--- src/rtl/dt_pkg.sv ---
// Shared constants and state encoding for the distance-transform result path.
package dt_pkg;

  localparam int unsigned IMG_W   = 128;
  localparam int unsigned IMG_H   = 128;
  localparam int unsigned IMG_PIX = IMG_W * IMG_H;
  localparam int unsigned WORD_W  = 16;
  localparam int unsigned RES_AW  = 14;
  localparam int unsigned PK_AW   = 10;
  localparam int unsigned CNT_W   = 15;

  typedef enum logic [1:0] {
    RP_IDLE,
    RP_RUN,
    RP_FLUSH,
    RP_DONE
  } rp_state_t;

endpackage

--- src/rtl/res_pack_shift.sv ---
// MSB-first bit assembler: collects WORD_W thresholded pixels into one word
// and keeps a running count of set pixels.
module res_pack_shift #(
  parameter int unsigned WORD_W = 16,
  parameter int unsigned CNT_W  = 15
) (
  input  logic              clk,
  input  logic              reset,
  input  logic              clear,
  input  logic              in_vld,
  input  logic              in_bit,
  output logic              word_cmp,
  output logic [WORD_W-1:0] word,
  output logic [CNT_W-1:0]  cnt
);

  localparam int unsigned IW = $clog2(WORD_W);

  logic [WORD_W-1:0] sh;
  logic [IW-1:0]     idx;

  // The completed word includes the bit arriving this cycle, so the caller
  // can register it straight into its output without an extra stage.
  assign word     = {sh[WORD_W-2:0], in_bit};
  assign word_cmp = in_vld && (idx == IW'(WORD_W - 1));

  always_ff @(posedge clk) begin
    if (!reset) begin
      sh  <= '0;
      idx <= '0;
      cnt <= '0;
    end else if (clear) begin
      sh  <= '0;
      idx <= '0;
      cnt <= '0;
    end else if (in_vld) begin
      sh  <= word;
      idx <= idx + 1'b1;
      if (in_bit) cnt <= cnt + 1'b1;
    end
  end

endmodule

--- src/rtl/res_pack.sv ---
// Reads res RAM sequentially, thresholds each distance byte and writes
// 16-pixel MSB-first packed words; also counts set pixels.
module res_pack
  import dt_pkg::*;
#(
  parameter int unsigned IMG_PIX = dt_pkg::IMG_PIX,
  parameter int unsigned WORD_W  = dt_pkg::WORD_W,
  parameter int unsigned RES_AW  = dt_pkg::RES_AW,
  parameter int unsigned PK_AW   = dt_pkg::PK_AW,
  parameter int unsigned CNT_W   = dt_pkg::CNT_W
) (
  input  logic              clk,
  input  logic              reset,
  input  logic              start,
  input  logic [7:0]        thr,
  output logic              res_rd,
  output logic [RES_AW-1:0] res_addr,
  input  logic [7:0]        res_di,
  output logic              pk_wr,
  output logic [PK_AW-1:0]  pk_addr,
  output logic [WORD_W-1:0] pk_do,
  output logic              busy,
  output logic              done,
  output logic [CNT_W-1:0]  pix_cnt
);

  rp_state_t         state, state_n;
  logic [7:0]        thr_q;
  logic              rd_q;
  logic [PK_AW-1:0]  wcnt;
  logic              start_acc;
  logic              last_addr;
  logic              in_bit;
  logic              word_cmp;
  logic [WORD_W-1:0] word;

  assign start_acc = start && (state == RP_IDLE || state == RP_DONE);
  assign last_addr = (res_addr == RES_AW'(IMG_PIX - 1));
  assign in_bit    = (res_di >= thr_q);

  always_ff @(posedge clk) begin
    if (!reset) state <= RP_IDLE;
    else        state <= state_n;
  end

  always_comb begin
    state_n = state;
    case (state)
      RP_IDLE:  if (start) state_n = RP_RUN;
      RP_RUN:   if (last_addr) state_n = RP_FLUSH;
      // Only the final word can be written while flushing.
      RP_FLUSH: if (pk_wr) state_n = RP_DONE;
      RP_DONE:  if (start) state_n = RP_RUN;
      default:  state_n = RP_IDLE;
    endcase
  end

  always_ff @(posedge clk) begin
    if (!reset) begin
      res_rd   <= 1'b0;
      res_addr <= '0;
      pk_wr    <= 1'b0;
      pk_addr  <= '0;
      pk_do    <= '0;
      busy     <= 1'b0;
      done     <= 1'b0;
      thr_q    <= '0;
      rd_q     <= 1'b0;
      wcnt     <= '0;
    end else begin
      busy  <= (state_n == RP_RUN) || (state_n == RP_FLUSH);
      done  <= (state_n == RP_DONE);
      rd_q  <= res_rd;
      pk_wr <= word_cmp;
      if (start_acc) begin
        res_rd   <= 1'b1;
        res_addr <= '0;
        thr_q    <= thr;
        wcnt     <= '0;
      end else if (state == RP_RUN) begin
        if (last_addr) res_rd   <= 1'b0;
        else           res_addr <= res_addr + 1'b1;
      end
      if (word_cmp) begin
        pk_addr <= wcnt;
        pk_do   <= word;
        wcnt    <= wcnt + 1'b1;
      end
    end
  end

  // rd_q marks the cycle in which res_di carries the previously addressed pixel.
  res_pack_shift #(
    .WORD_W (WORD_W),
    .CNT_W  (CNT_W)
  ) u_shift (
    .clk      (clk),
    .reset    (reset),
    .clear    (start_acc),
    .in_vld   (rd_q),
    .in_bit   (in_bit),
    .word_cmp (word_cmp),
    .word     (word),
    .cnt      (pix_cnt)
  );

endmodule

--- config.mk ---
export PLATFORM = sky130hd
export DESIGN_NAME = res_pack
export DESIGN_NICKNAME = d
export VERILOG_FILES = /design/src/rtl/dt_pkg.sv /design/src/rtl/res_pack_shift.sv /design/src/rtl/res_pack.sv
export SDC_FILE = /design/constraint.sdc
export NUM_CORES = 1
export LEC_CHECK = 0
export BUFFER_PORTS_ARGS = -buffer_cell sky130_fd_sc_hd__buf_4
export CAP_MARGIN = 10
export CORE_MARGIN = 10
export CORE_UTILIZATION = 50
export CTS_BUF_LIST = sky130_fd_sc_hd__clkbuf_4
export CTS_CLUSTER_DIAMETER = 30
export DETAILED_ROUTE_END_ITERATION = 8
export GPL_TIMING_DRIVEN = 0
export HOLD_SLACK_MARGIN = 0.06
export PLACE_DENSITY_LB_ADDON = 0.08
export SLEW_MARGIN = 30
export SYNTH_ARGS = -nofsm -noshare
export SYNTH_HDL_FRONTEND = slang
export SYNTH_SLANG_ARGS = --single-unit
--- constraint.sdc ---
create_clock -name clk -period 4.6 [get_ports clk]
set_input_delay 0.23 -clock clk [delete_from_list [all_inputs] [get_ports clk]]
set_output_delay 0.23 -clock clk [all_outputs]
set_load 0.01 [all_outputs]
==> results.toml, run 1 <==
[clock_tree]
tritoncts = "built"
cts-resized-gates = 0
clock_tree.root_cell = "clkbuf_4"
clkLatencyLatePin_ps = 450
clockBufferDepth = 2
path_clk_slew_ps = 160
ctsHoldBuffers = 8
cts_made_buffers = 9
htreeDepth = 3
cts_sinks = 99
post-cts-setup-buffers = 0

[die]
core-area_sq_mm = 0.00834
fp.dieW_um = 113
initial_core_util = 0.521
rows = 33
die_h_um = 113
ios = 78
dieArea_sq_mm = 0.0128

[yosys]
netlist.area_leader.share = 0.456
synth.distinct_cells = 44
netlist_instances = 504
ys_warn_count = 0
synth_top_area_cell = "dfxtp_1"
ys_seq_elements = 99
syn_area_sq_mm = 0.00435
synthArstFlopShare = 0
synth-seq-area-share = 0.456
syn-mean-instance-area_sq_um = 8.62
synth-main-ff-cell = "dfxtp_1"
syn-num-nets = 538
synth_edf_count = 0
synth.area.top_cells = "dfxtp_1 46%, nand2_1 7.6%, a21boi_0 6.4%, ha_1 4.3%, mux2i_1 3.7%"

[routing]
vias = 3879
viasPerCell = 5.46
drtPass1Iterations = 4
avgRoutedWirePerCell_um = 14.8
postRouteAntennaNets = 0
first_iter_violations = 179
drc_errors = 0
routed_wl_mm = 10.5

[timing]
clock.fmax_mhz = 426
finalHoldViolCount = 0
clock_skew_ps = 21.7
finalCritPeriodShare = 0.510
fin_setup_tns_ps = 0
min_period_ps = 2350
finalSetupViolCount = 0
rsz0062_at_grt = "false"
slew_viol_final = 0
slew_headroom = 0.426
tightestPinTransition_ps = 853

[cells_and_area]
final_cell_mix = "99 x dfxtp_1, 88 x nand2_1, 77 x buf_4, 40 x nor2_1, 37 x a21boi_0"
syn_to_final_growth_pct = 21.5
fin_nets = 634
final_common_cell = "dfxtp_1"
n_antenna_cell = 0
drive_gt1_frac = 0.164

[grt]
antenna_found_initial = 0
grt_pass1_wl_mm = 17.7
gr-usage-met2 = 0.283
grtUsageMet1 = 0.190
grt_remaining_overflow = 0
grt_max_degree = 18
grt_pass1_vias = 3785
track_usage = 0.162
grt_use_met3 = 0.0465
busiest_layer = "met2"

[power]
p_sw_uw = 409
power_uw = 1520
internal_power_uw = 1110
p_leak_uw = 0.00197
peakVddDrop_uv = 194
p_sw_frac = 0.270
powerDensity_mw_per_mm2 = 287
seq_power_share = 0.583
pwr-share-comb = 0.111
pwr-share-clk = 0.306

[worst_setup_path]
cp_data_required_time_ps = 4960
path_max_fanout = 10
cp-start-kind = "flip-flop"
end_kind = "flip-flop"
critical_path_class = "reg2reg"
crit_arrival_ps = 2710

[status]
outcome = "completed"

[min_path]
min_path_type = "in2reg"

[flow_run]
maxCapViolCount = 0

[placed_design]
gp_congestion = 0.837
place_hpwl_mm = 7.95
port_buffers = 76
worst max-delay path, cell delays in order (launching register included):
cell and delay, ps:
dfxtp_1 340, ha_1 260, nand2b_1 140, a2111oi_0 570, o31a_1 430, buf_2 290, nor4_1 80, o21a_1 170
layout make-up:
| class | count | area, sq um |
|---|---|---|
| Buffer | 28 | 119 |
| Clock inverter | 7 | 75.1 |
| Timing Repair Buffer | 85 | 661 |
| Fill cell | 750 | 3060 |
| Clock buffer | 9 | 67.6 |
| Multi-Input combinational cell | 361 | 2180 |
| Inverter | 16 | 60.1 |
| Sequential cell | 99 | 1980 |
| Tap cell | 105 | 131 |
final timing paths:
check / from / slack, ps / cells after the start / endpoint
worst min-delay path: start / 350 / 4 / wcnt[9]
worst min register to register: u_shift.sh[14] / 470 / 2 / pk_do[15]
worst max register to register: thr_q[0] / 2250 / 7 / u_shift.cnt[6]
worst max-delay path: thr_q[0] / 2250 / 7 / u_shift.cnt[6]
metrics by stage:
step | worst slack (ps) | area (sq um) | std cells | hold slack, ps | utilization
2_1_floorplan | 2600 | 4350 | 504 | 375 | -
3_3_place_gp | 2250 | 5050 | 685 | 453 | 0.605
3_5_place_dp | 2210 | 5050 | 685 | 458 | 0.605
4_1_cts | 2260 | 5270 | 709 | 60.5 | 0.632
5_1_grt | 1970 | 5280 | 710 | 352 | 0.633
6_report | 2250 | 5280 | 710 | 350 | 0.633
cell usage after synthesis, types with 12 or more instances:
master	number
dfxtp_1	99
nand2_1	88
nor2_1	40
a21boi_0	37
a21oi_1	25
clkbuf_1	22
nand3_1	19
o21ai_0	19
inv_1	16
mux2i_1	16
ha_1	15
and2_1	12
state kept, by name, summed over array words and instances, names as in the netlist, 2 cells and up:
name         count
pk_do           16
state            2
u_shift.cnt     15
u_shift.sh      15
wcnt            10
thr_q            8
res_addr        14
u_shift.idx      4
pk_addr         10
cells by family after synthesis:
kind of cell,share of synthesized area
muxes,0.0369
adders and majority gates,0.0432
DFF,0.456
and+or+nand+nor,0.229
xor gates and xnor gates,0.0282
buffers and inverters,0.0412
AOI/OAI and AO/OA,0.166
power by group through the flow:
stage	combinational [uW]	clock (uW)	sequential, uW
detailed placement	162	0	903
global placement	158	0	903
finish	168	465	885
floorplan	104	0	902
CTS	168	474	885
global route	191	506	887
layer usage:
metal	share of wire	vias up
li1	-	1948
met1	0.44	1838
met2	0.49	80
met3	0.053	13
met4	0.014	0
met5	0	-
Power figures use the tool's default switching activity.
==> run 2: changes to the inputs <==
--- a/config.mk
+++ b/config.mk
@@ -5,6 +5,7 @@
 export SDC_FILE = /design/constraint.sdc
 export NUM_CORES = 1
 export LEC_CHECK = 0
+export ABC_AREA = 1
 export BUFFER_PORTS_ARGS = -buffer_cell sky130_fd_sc_hd__buf_4
 export CAP_MARGIN = 10
 export CORE_MARGIN = 10
==> constraint.sdc (replaced) <==
create_clock -name clk -period 2.1 [get_ports clk]
set_input_delay 0.105 -clock clk [delete_from_list [all_inputs] [get_ports clk]]
set_output_delay 0.105 -clock clk [all_outputs]
set_load 0.01 [all_outputs]
==> results.toml, run 2 <==
[status]
outcome = "completed"

[cells_and_area]
nFillCells = 831
drive_gt1_frac = 0.189
syn_to_final_growth_pct = 20.9
n_antenna_cell = 0
largest_register_ff_count = 16
multiInputGateArea_sq_mm = 0.00211
top_regs = "pk_do: 16 flops, u_shift.cnt: 15 flops, u_shift.sh: 15 flops"
seq_area_sq_mm = 0.00198
fin_nets = 761
final_cell_mix = "167 x nand2_1, 104 x nor2_1, 98 x dfxtp_1, 76 x buf_4, 58 x inv_1"
final_common_cell = "nand2_1"
regMostFlops = "pk_do"

[timing]
slew_headroom = 0.678
min_period_ps = 1970
tightestPinTransition_ps = 483
finalCritPeriodShare = 0.939
clock_skew_ps = 21.3
finalSetupViolCount = 0
fin_ws_ps = 129
slew_viol_final = 0
rsz0062_at_grt = "false"
finalHoldViolCount = 0
clock.fmax_mhz = 507
fin_setup_tns_ps = 0

[worst_setup_path]
crit_buf_inv = 3
timing.rr.start = "res_addr[0]"
cpMaxStageDelayCell = "dfxtp_1"
rr_endpoint = "busy"
path_max_fanout = 10
reg2reg_depth = 12
path_common_cell = "nand2_1"
end_kind = "flip-flop"
crit_arrival_ps = 2340
cp_data_required_time_ps = 2460
cp-start-kind = "flip-flop"
rrSetupSlack_ps = 130
critical_path_class = "reg2reg"
critical_path_depth = 12
cp_top_family = "simple AND/OR/NAND/NOR gates"
cp_cell_sequence = "ha_1 -> nand3_2 -> nor3_4 -> nand2_2 -> nand2_4 -> inv_2 -> buf_6 -> nand2_1 -> nand2_1 -> ha_1 -> nand2_1 -> inv_1"
max_stage_delay_ps = 400

[die]
core-area_sq_mm = 0.00868
initial_core_util = 0.513
rows = 34
die_h_um = 114
fp.dieW_um = 114
dieArea_sq_mm = 0.0131
ios = 78

[clock_tree]
path_clk_slew_ps = 160
cts_sinks = 99
clkLatencyLatePin_ps = 440
clock_tree.root_cell = "clkbuf_4"
clockBufferDepth = 2
cts_made_buffers = 9
tritoncts = "built"
htreeDepth = 3

[routing]
first_iter_violations = 251
viasPerCell = 4.98
postRouteAntennaNets = 0
vias = 4183
drc_errors = 0
drtPass1Iterations = 4
avgRoutedWirePerCell_um = 12.9
routed_wl_mm = 10.8

[placed_design]
placement.setup.worst_slack_ps = 78.6
port_buffers = 76
place_hpwl_mm = 8.21
gp_congestion = 0.855

[yosys]
synth_edf_count = 0
synth-seq-area-share = 0.445
synth.area.top_cells = "dfxtp_1 44%, nand2_1 14%, nor2_1 8.8%, inv_1 4.9%, a21oi_1 4.5%"
synth-main-ff-cell = "dfxtp_1"
yosysMostFrequentCell = "nand2_1"
syn_area_sq_mm = 0.00446
syn-mean-instance-area_sq_um = 7.07
ys_seq_elements = 99
syn-num-nets = 664
ys_top_cells_by_count = "167 x nand2_1, 104 x nor2_1, 99 x dfxtp_1"
synthArstFlopShare = 0
ys_warn_count = 0
netlist_instances = 630
netlist.area_leader.share = 0.445
synth.distinct_cells = 31
synth_top_area_cell = "dfxtp_1"

[min_path]
min_path_type = "in2reg"
worstHoldStart = "res_di[3]"
min_path_cells = 9
min_to = "u_shift.cnt[2]"

[grt]
track_usage = 0.168
grt_pass1_vias = 4001
grt_max_degree = 17
grt_pass1_wl_mm = 18.4
grt_remaining_overflow = 0
antenna_found_initial = 0

[flow_run]
maxCapViolCount = 0

[power]
powerDensity_mw_per_mm2 = 720
peakVddDrop_uv = 482
p_leak_uw = 0.00241
-- run 2: cell types whose count changed after synthesis, moves of 9 or more --
cell,previous run,this run
buf_2,2,12
nand2_1,88,167
o21ai_1,0,17
and2_1,12,0
clkbuf_1,22,10
inv_2,0,9
mux2i_1,16,0
a21boi_0,37,0
a21oi_1,25,40
nor2_1,40,104
a21oi_2,0,9
inv_1,16,58
-- run 2: how the worst max path moves through the flow --
| stage | end | from | slack, ps |
|---|---|---|---|
| CTS | busy | res_addr[1] | 40 |
| floorplan | busy | res_addr[1] | 260 |
| global placement | busy | res_addr[1] | 120 |
| global route | busy | res_addr[0] | 8 |
| detailed placement | busy | res_addr[1] | 80 |
| finish | busy | res_addr[0] | 130 |
-- run 2: through the flow --
stage / power [uW] / util / cell area (sq um) / hold WS, ps / instances
after floorplan: 2700 / - / 4460 / 243 / 630
after global placement: 2970 / 0.595 / 5160 / 334 / 814
after detailed placement: 3000 / 0.595 / 5160 / 337 / 814
after CTS: 3910 / 0.620 / 5380 / 388 / 840
after global routing: 4130 / 0.621 / 5390 / 445 / 840
final: 3880 / 0.621 / 5390 / 406 / 840
-- run 2: worst min-delay path: stages --
cell	delay (ps)
buf_4	80
ha_1	130
a21oi_1	40
nand2_1	50
nand2_1	50
nand2_2	150
nand2_1	90
nor2_1	80
nor2_1	50
-- run 2: power breakdown --
part           switching, uW  leakage (uW)  internal (uW)
sequential              56.5      0.000800           1980
combinational            609       0.00154            324
clock                    635     0.0000635            275
total                   1300       0.00241           2580
-- run 2: cell families (layout without fill, tap and decap cells) --
kind of cell,count (synthesis),in the layout,share of synthesized area
simple gates,321,321,0.297
flops,99,99,0.445
compound gates,97,97,0.119
buf+inv,91,193,0.0834
fa+ha+maj,15,15,0.0421
xor+xnor,7,7,0.0138
-- run 2: area by class of cell --
cell class	count	area share
tap	108	0.0251
clock buffer	11	0.0153
timing repair buffer	86	0.124
buffer	24	0.0223
clock inverter	5	0.00697
multi-input combinational	440	0.391
inverter	67	0.0467
sequential	99	0.368
-- run 2: repair_timing --
item | 4_1_cts | 5_1_grt
hold buffers | 10 | 0
setup buffers | 0 | 0
hold endpoints to repair | 17 | 0
endpoints found under the setup margin | 0 | 1
gates resized for setup | 0 | 2
-- run 2: per-layer routing --
metal	GRT usage	part of all wire
met1	0.203	0.44
met2	0.279	0.48
met3	0.0456	0.066
met4	0.0593	0.014
met5	0	0
